$ cat config.mk
export PLATFORM = sky130hd
export DESIGN_NAME = dma_wb_fifo_slave
export DESIGN_NICKNAME = d
export VERILOG_FILES = /design/src/rtl/dma_wb_fifo_slave_pkg.sv /design/src/rtl/dma_wb_fifo_slave_fifo.sv /design/src/rtl/dma_wb_fifo_slave.sv
export SDC_FILE = /design/constraint.sdc
export NUM_CORES = 2
export LEC_CHECK = 0
export BUFFER_PORTS_ARGS = -buffer_cell sky130_fd_sc_hd__buf_2
export CORE_MARGIN = 5
export CORE_UTILIZATION = 60
export CTS_BUF_LIST = sky130_fd_sc_hd__clkbuf_4 sky130_fd_sc_hd__clkbuf_8
export CTS_CLUSTER_SIZE = 30
export DETAILED_ROUTE_END_ITERATION = 8
export PLACE_DENSITY_LB_ADDON = 0.12
export SLEW_MARGIN = 15
export SYNTH_ARGS = -nofsm -noshare
export SYNTH_HDL_FRONTEND = slang
export SYNTH_SLANG_ARGS = --single-unit
$ cat constraint.sdc
create_clock -name clk -period 9.04 [get_ports clk]
set_input_delay 0.452 -clock clk [delete_from_list [all_inputs] [get_ports clk]]
set_output_delay 0.452 -clock clk [all_outputs]
set_load 0.01 [all_outputs]
$ cat src/rtl/dma_wb_fifo_slave_pkg.sv
// dma_wb_fifo_slave shared types: bus cycle types, FSM states and
// the per-beat decode bundle used by the slave and its FIFOs.
package dma_wb_fifo_slave_pkg;

  localparam logic [2:0] CTI_CLASSIC = 3'b000;
  localparam logic [2:0] CTI_INCR    = 3'b010;
  localparam logic [2:0] CTI_EOB     = 3'b111;

  localparam int LVL_W = 9;

  typedef enum logic [1:0] {
    S_IDLE,
    S_BURST,
    S_RESP
  } state_t;

  typedef struct packed {
    logic ack;
    logic err;
    logic retry;
    logic eod;
    logic push;
    logic pop;
  } beat_t;

  function automatic logic addr_hit(
    input logic [31:0] a,
    input logic [15:0] base
  );
    return (a[31:16] == base) && (a[2:0] == 3'b000);
  endfunction

endpackage

$ cat src/rtl/dma_wb_fifo_slave_fifo.sv
// Synchronous FIFO with occupancy output; push when full and
// pop when empty are dropped.
module dma_wb_fifo_slave_fifo
  import dma_wb_fifo_slave_pkg::*;
#(
  parameter int DEPTH = 16,
  parameter int W     = 64
) (
  input  logic             clk,
  input  logic             rstn,
  input  logic             push,
  input  logic             pop,
  input  logic [W-1:0]     wdata,
  output logic [W-1:0]     rdata,
  output logic [LVL_W-1:0] level,
  output logic             full,
  output logic             empty
);

  localparam int AW = $clog2(DEPTH);

  logic [W-1:0]  mem [DEPTH];
  logic [AW-1:0] wr_ptr;
  logic [AW-1:0] rd_ptr;
  logic          do_push;
  logic          do_pop;

  assign full    = (level == LVL_W'(DEPTH));
  assign empty   = (level == '0);
  assign do_push = push && !full;
  assign do_pop  = pop && !empty;
  assign rdata   = mem[rd_ptr];

  always_ff @(posedge clk) begin
    if (!rstn) begin
      wr_ptr <= '0;
      rd_ptr <= '0;
      level  <= '0;
    end else begin
      if (do_push) wr_ptr <= wr_ptr + AW'(1);
      if (do_pop)  rd_ptr <= rd_ptr + AW'(1);
      level <= level + LVL_W'(do_push) - LVL_W'(do_pop);
    end
  end

  // storage carries no reset; pointers alone define what is valid
  always_ff @(posedge clk) begin
    if (rstn && do_push) mem[wr_ptr] <= wdata;
  end

endmodule

$ cat src/rtl/dma_wb_fifo_slave.sv
// Wishbone-style 64-bit slave bridging bus beats to TX/RX FIFOs.
// Define DMA_WB_FIFO_SLAVE_EOD_EN to generate eod on the last RX word.
module dma_wb_fifo_slave
  import dma_wb_fifo_slave_pkg::*;
#(
  parameter int          FIFO_DEPTH = 16,
  parameter logic [15:0] BASE_ADDR  = 16'h0000
) (
  input  logic        clk,
  input  logic        rstn,
  input  logic        cyc,
  input  logic        stb,
  input  logic        lock,
  input  logic        we,
  input  logic [2:0]  cti,
  input  logic [7:0]  sel,
  input  logic [31:0] addr,
  input  logic [63:0] wdat,
  output logic [63:0] rdat,
  output logic        ack,
  output logic        err,
  output logic        retry,
  output logic        eod,
  output logic [63:0] tx_data,
  output logic        tx_valid,
  input  logic        tx_ready,
  input  logic [63:0] rx_data,
  input  logic        rx_valid,
  output logic        rx_ready,
  output logic [8:0]  tx_level,
  output logic [8:0]  rx_level
);

  state_t      state;
  state_t      state_nx;
  beat_t       beat;
  logic        accept;
  logic        bad;
  logic        w_err;
  logic        w_retry;
  logic        w_ok;
  logic        r_retry;
  logic        r_ok;
  logic        tx_full;
  logic        tx_empty;
  logic        rx_full;
  logic        rx_empty;
  logic        eod_d;
  logic        tx_push;
  logic        rx_pop;
  logic [63:0] rx_head;
  logic        unused_lock;

  assign unused_lock = lock;
  assign tx_valid    = !tx_empty;
  assign rx_ready    = !rx_full;
  assign tx_push     = accept && beat.push;
  assign rx_pop      = accept && beat.pop;

`ifdef DMA_WB_FIFO_SLAVE_EOD_EN
  assign eod_d = (rx_level == LVL_W'(1));
`else
  assign eod_d = 1'b0;
`endif

  always_comb begin
    bad     = !addr_hit(addr, BASE_ADDR);
    w_err   = !bad && we && (sel != 8'hFF);
    w_retry = !bad && we && (sel == 8'hFF) && tx_full;
    w_ok    = !bad && we && (sel == 8'hFF) && !tx_full;
    r_retry = !bad && !we && rx_empty;
    r_ok    = !bad && !we && !rx_empty;
  end

  always_comb begin
    beat = '0;
    unique case (1'b1)
      bad, w_err:       beat.err = 1'b1;
      w_retry, r_retry: beat.retry = 1'b1;
      w_ok: begin
        beat.ack  = 1'b1;
        beat.push = 1'b1;
      end
      r_ok: begin
        beat.ack = 1'b1;
        beat.pop = 1'b1;
        beat.eod = eod_d;
      end
      default: beat = '0;
    endcase
  end

  always_ff @(posedge clk) begin
    if (!rstn) state <= S_IDLE;
    else       state <= state_nx;
  end

  always_comb begin
    state_nx = state;
    accept   = 1'b0;
    unique case (state)
      S_IDLE, S_BURST: begin
        accept = cyc && stb;
        if (state == S_BURST && !cyc) begin
          state_nx = S_IDLE;
        end else if (accept) begin
          // a failed beat always ends the burst
          if (beat.err || beat.retry) begin
            state_nx = S_RESP;
          end else begin
            case (cti)
              CTI_INCR:             state_nx = S_BURST;
              CTI_CLASSIC, CTI_EOB: state_nx = S_RESP;
              default:              state_nx = S_RESP;
            endcase
          end
        end
      end
      S_RESP:  state_nx = S_IDLE;
      default: state_nx = S_IDLE;
    endcase
  end

  always_ff @(posedge clk) begin
    if (!rstn) begin
      ack   <= 1'b0;
      err   <= 1'b0;
      retry <= 1'b0;
      eod   <= 1'b0;
      rdat  <= '0;
    end else begin
      ack   <= accept && beat.ack;
      err   <= accept && beat.err;
      retry <= accept && beat.retry;
      eod   <= accept && beat.eod;
      rdat  <= rx_pop ? rx_head : '0;
    end
  end

  dma_wb_fifo_slave_fifo #(
    .DEPTH (FIFO_DEPTH),
    .W     (64)
  ) u_tx (
    .clk   (clk),
    .rstn  (rstn),
    .push  (tx_push),
    .pop   (tx_ready),
    .wdata (wdat),
    .rdata (tx_data),
    .level (tx_level),
    .full  (tx_full),
    .empty (tx_empty)
  );

  dma_wb_fifo_slave_fifo #(
    .DEPTH (FIFO_DEPTH),
    .W     (64)
  ) u_rx (
    .clk   (clk),
    .rstn  (rstn),
    .push  (rx_valid),
    .pop   (rx_pop),
    .wdata (rx_data),
    .rdata (rx_head),
    .level (rx_level),
    .full  (rx_full),
    .empty (rx_empty)
  );

endmodule

* Word-level counts from Yosys, hierarchy flattened
Memories as Yosys holds them, arrays and structs flattened. A register that Yosys moved wholly into a read port is not among the register bits.
Cells that the tools add are included.
** Cells by class
- Add/sub/neg operators :: 8
- Multipliers :: 0
- Div/mod/pow operators :: 0
- $lt $le $gt $ge :: 0
- Eq/ne operators :: 6
- Shifts and indexed selects :: 0
- Multiplexer cells :: 14
- Bitwise logic cells :: 2
- Reduce and logical (&&, ||, !) cells :: 42
** Operators with widths (count)
- 1-bit logical AND :: 22
- 9-bit by 1-bit adder with 9-bit output :: 2
- 9-bit by 5-bit equality test with 1-bit output, second input constant :: 2
- 9-bit zero test :: 2
- 9-bit by 1-bit subtractor with 9-bit output :: 2
- 4-bit by 1-bit adder with 4-bit output, second input constant :: 4
- 16-bit zero test :: 1
- 1-bit 2-to-1 mux :: 10
- 8-bit equality test, second input constant :: 1
- 1-bit zero test :: 8
- 4-bit 2-to-1 mux :: 2
- 8-bit != test, second input constant :: 1
- 2-bit OR reduction :: 4
- 2-bit 2-to-1 mux :: 2
- 3-bit by 2-bit equality test with 1-bit output, second input constant :: 1
- 3-bit zero test :: 1
- 3-bit OR reduction :: 1
- 2-bit by 1-bit equality test with 1-bit output, second input constant :: 1
- 2-bit zero test :: 1
- 1-bit inverter :: 2
- 2-bit AND reduction :: 1
- 1-bit logical OR :: 1
** Word-level totals
- Register bits after elaboration :: 39
- Bits in latches :: 0
- Bits in writable memories :: 2048
- Bits in read-only memories :: 0
- Bits of input ports :: 179
- Output and inout bits :: 152
- Logic and storage cells :: 84
- Memories kept :: 2
** Memories
- u_rx.mem :: depth 16, bits a word 64, rd ports 1, clocked after memory_dff 1, write ports 1, RTL line dma_wb_fifo_slave_fifo.sv:22 : logic [W-1:0] mem [DEPTH];
- u_tx.mem :: depth 16, bits a word 64, rd ports 1, clocked after memory_dff 1, write ports 1, RTL line dma_wb_fifo_slave_fifo.sv:22

* Depth between registers and ports, before layout
- Depth in word-level cells :: 11
- Depth in mapped cells :: 15
- Mapped depth without buffers :: 15

* Hierarchy
A second synthesis with hierarchy kept.
** Second synthesis, totals
- Cells, all modules :: 3631
- Area total of the unflattened synthesis :: 81369.3 µm²
** Modules (own cells, without submodules)
- dma_wb_fifo_slave_fifo at u_tx :: instances 1, cells an instance 1728, area each 39556.7 µm², seq. area each 31169.9 µm²
- dma_wb_fifo_slave_fifo at u_rx :: instances 1, cells an instance 1717, area each 39539.2 µm², seq. area each 31169.9 µm²
- dma_wb_fifo_slave :: instances 1, cells an instance 186, area each 2273.4 µm², seq. area each 1361.3 µm²

* Least setup slack after synthesis
No wires, ideal clock.
- Path kind :: reg-to-reg
- Start :: reg u_rx.level[6]
- End :: mem u_rx.mem[11][0], enable pin
- Setup time :: 487 ps
- Arrival time :: 4104 ps
- Data required time :: 8553 ps
- Setup slack :: 4450 ps
- Cell stages (with the launch flop) :: 7
- Path buffers :: 0
- Clock period less this slack :: 4590 ps
- Cells stage by stage :: dfxtp_1 inv_1 ha_1 nor4b_1 a31oi_2 nand2_1 nor2_1
** On the way
- Word-level cells in the longest chain between the ends :: 6
** RTL lines
- start, declared :: RTL line dma_wb_fifo_slave_fifo.sv:15 : output logic [LVL_W-1:0] level,
- start signal, assigned :: RTL line dma_wb_fifo_slave_fifo.sv:42 : level <= level + LVL_W'(do_push) - LVL_W'(do_pop);
- 9-bit by 5-bit equality test with 1-bit output :: RTL line dma_wb_fifo_slave_fifo.sv:28 : assign full = (level == LVL_W'(DEPTH));
- 1-bit zero test :: RTL line dma_wb_fifo_slave_fifo.sv:30 : assign do_push = push && !full;
- 1-bit logical AND :: RTL line dma_wb_fifo_slave_fifo.sv:30
- named net u_rx.do_push :: RTL line dma_wb_fifo_slave_fifo.sv:25 : logic do_push;
- 1-bit logical AND :: RTL line dma_wb_fifo_slave_fifo.sv:48 : if (rstn && do_push) mem[wr_ptr] <= wdata;
- 1-bit 2-to-1 mux :: RTL line dma_wb_fifo_slave_fifo.sv:48
- 1-bit 2-to-1 mux (implied by the code) :: RTL line dma_wb_fifo_slave_fifo.sv:48
- end, declared :: RTL line dma_wb_fifo_slave_fifo.sv:22
The timed path passes the listed nets, and every way through them passes these cells.

==> impl_metrics.ini <==
[outcome]
status = finished, final reports clean

[placement]
gp_congestion = 0.753
pre_cts_slack_ns = 5.03
dp_hpwl_um = 90900
portBuffers = 315

[floorplan]
start_util_pct = 60.4
rows = 134
die_w_um = 377
die_h_um = 377
core_area_um2 = 133000
die_area_um2 = 142000
top_level_ports = 331

[drt]
postRouteAntennaNets = 0
drt_iter0_markers = 3773
drc = 0
drt_first_pass_iters = 8
routedWlPerCell_um = 29.2
post_drt_via_cell_ratio = 6.26
postRouteWirelength_um = 179000
vias = 38300

[global_route]
grt_start_max_net_pins = 149
grt_pass1_wl_um = 262000
grt.total_usage_pct = 25.3
globalRoute.totalOverflow = 0
number_of_global_route_vias_before_repair = 40700
grt_antenna_before_repair = 21

[setup_path]
critPathLaunchType = flip-flop
worst-endpoint-arrival_ns = 4.20
crit_path_max_fanout = 76
critical_path_class = reg -> out
reg2reg_setup_slack_ns = 4.98
worstSetupEndpointType = primary output
timing.critical_path.required_ns = 8.59

[timing]
totalNegativeSetupSlack_ns = 0
timing.clock.skew_ns = 0.0493
setup_repair_after_global_routing_missed_its_margin = no
finalHoldViolCount = 0
fin_ws_ns = 4.39
setup_violations = 0
timing.final.crit_period_ns = 4.65
worst_pin_slew_ns = 1.16
final.period_utilization_pct = 51.4
max_freq_ghz = 0.215
timing.hold.ws_ns = 0.123
final-max-slew-violation-count = 0
relSlewSlack_pct = 22.6

[synth]
postSynthCellCount = 3379
synth_enable_flop_cells = 2048
ys_seq_area_share_pct = 78.9
synthesis.area_um2 = 80600
ys_seq_elements = 2154
synthesis.nets = 3594
synth_warnings = 0
synthArstFlopShare_pct = 0
synth.avg_cell_area_um2 = 23.9
ys_dominant_reg_cell = edfxtp_1
synth_cell_type_count = 49

[clock_tree]
worstSkewPairLatency_ns = 1.00
clock_tree.buffer_depth = 4
post_cts_resized = 0
tritoncts = done
clk_pin_slew_ns = 0.06
cts_root_buf = clkbuf_8
cts_htree_levels = 5
cts_inserted_buffers = 348
clock-sinks = 2154

[pwr]
leakage_power_summed_over_all_cells_nw = 29.4
power_per_cell_area_nw_per_um2 = 228
max-vdd-ir-drop_mv = 0.215

[layout]
post_route_cells_drive_above_1_share_pct = 35.9
multi_input_comb_area_um2 = 16300
synthToLayoutAreaGrowth_pct = 14.9
fillerInstances = 8128
final-seq-area_um2 = 63600
mostFrequentLayoutCell = edfxtp_1
final_nets = 4291
layout.cells.most_common_list = 2,048 x edfxtp_1, 576 x mux4_2, 374 x clkbuf_8

[hold_path]
hold_path_class = in -> reg

[flow_run]
drv_cap = 0
==> worst max-delay path, cell delays in order, from the launching register on <==
cell and delay (ns):
dfxtp_4 0.94, buf_4 0.97, mux4_2 0.43, mux4_2 0.54, buf_2 0.17
==> cells in the mapped netlist, types with 2 or more instances <==
| cell | number | share of area, % |
|---|---|---|
| clkbuf_1 | 78 | 0.36 |
| buf_6 | 6 | 0.084 |
| dfxtp_1 | 106 | 2.6 |
| buf_2 | 45 | 0.28 |
| nand4_1 | 8 | 0.062 |
| nor2_1 | 52 | 0.24 |
| nor4_1 | 3 | 0.023 |
| a22oi_1 | 128 | 1.2 |
| mux2i_1 | 5 | 0.062 |
| a31oi_1 | 3 | 0.023 |
| ha_1 | 34 | 0.53 |
| nand3b_1 | 6 | 0.056 |
| buf_1 | 23 | 0.11 |
| nand2b_1 | 3 | 0.023 |
| mux4_2 | 576 | 16 |
| fa_1 | 2 | 0.050 |
| o21bai_1 | 5 | 0.047 |
| and3_1 | 18 | 0.14 |
| o21ai_0 | 6 | 0.037 |
| or3_1 | 4 | 0.031 |
| nor4_4 | 2 | 0.053 |
| edfxtp_1 | 2048 | 76 |
| buf_4 | 17 | 0.16 |
| o221ai_1 | 2 | 0.022 |
| nor2b_1 | 7 | 0.054 |
| a21oi_1 | 78 | 0.48 |
| nor3_4 | 2 | 0.040 |
| nand3_1 | 8 | 0.050 |
| nor4_2 | 2 | 0.031 |
| and2_1 | 4 | 0.031 |
| inv_1 | 36 | 0.17 |
| a31o_2 | 4 | 0.043 |
| nor3_1 | 7 | 0.043 |
| xor2_1 | 9 | 0.098 |
| nor3b_1 | 4 | 0.037 |
| o41ai_1 | 3 | 0.033 |
| nand2_1 | 16 | 0.075 |
| xnor2_1 | 7 | 0.076 |
| o21a_1 | 2 | 0.019 |
==> worst paths after layout <==
path / cells past startpoint / to / startpoint
worst min-delay path: 5 / ack / addr[25]
worst max register to register: 7 / u_rx.mem[8][5] / u_rx.level[6]
worst min register to register: 2 / flip-flop / u_tx.rd_ptr[3]
worst max-delay path: 4 / tx_data[30] / flip-flop
==> metal layers <==
metal | GRT usage (%) | routed length [um] | vias to the layer above
met5 | 0 | 27 | -
met4 | 7.01 | 3910 | 4
met3 | 5.22 | 12500 | 313
met2 | 43.7 | 94300 | 1587
met1 | 33.5 | 67800 | 20400
li1 | - | - | 15900
==> area by class of cell <==
class | count | area share [%]
flip-flops and latches | 2154 | 68.7
multi-input cells | 1020 | 17.6
clock inverters | 114 | 0.836
diodes | 19 | 0.0514
inverters | 36 | 0.146
well taps | 1768 | 2.39
clock buffers | 485 | 6.46
repair buffers | 516 | 3.79
==> state kept, by name, indices dropped and copies added (netlist names), named ones only <==
register and flops:
u_rx.mem 1024, u_tx.mem 1024, rdat 64, u_rx.level 9, u_tx.level 9, u_rx.rd_ptr 4, u_rx.wr_ptr 4, u_tx.rd_ptr 4
u_tx.wr_ptr 4, ack 1, err 1, retry 1, state 1
==> through the flow <==
stage	power [mW]	instance area [um^2]	utilization, %	cells
3_3_place_gp	13.0	84300	63.2	5350
6_report	21.1	92600	69.4	6112
5_1_grt	21.9	92600	69.4	6103
2_1_floorplan	12.6	80600	-	3379
3_5_place_dp	13.1	84300	63.2	5350
4_1_cts	21.3	92500	69.3	6093
==> cells by family (layout without fill, tap and decap cells) <==
family | count (synthesis) | after routing | share of synthesized area, %
and+or+nand+nor | 152 | 152 | 1.06
adders and majority gates | 36 | 36 | 0.577
DFF | 2154 | 2154 | 78.9
other | 1 | 20 | 0.00465
muxes | 582 | 582 | 16.2
AOI/OAI and AO/OA | 233 | 233 | 1.92
xor gates and xnor gates | 16 | 16 | 0.174
buffers and inverters | 205 | 1151 | 1.16
==> power by group <==
group,internal (mW),switching [mW]
registers,11.0,0.105
clock network,4.54,3.61
logic,0.906,0.907
total,16.5,4.62
==> timing repair <==
action,4_1_cts,5_1_grt
hold endpoints to repair,2074,0
hold buffers,144,0
buffers inserted,0,0
Note: power is estimated with default switching activity, not from simulation.
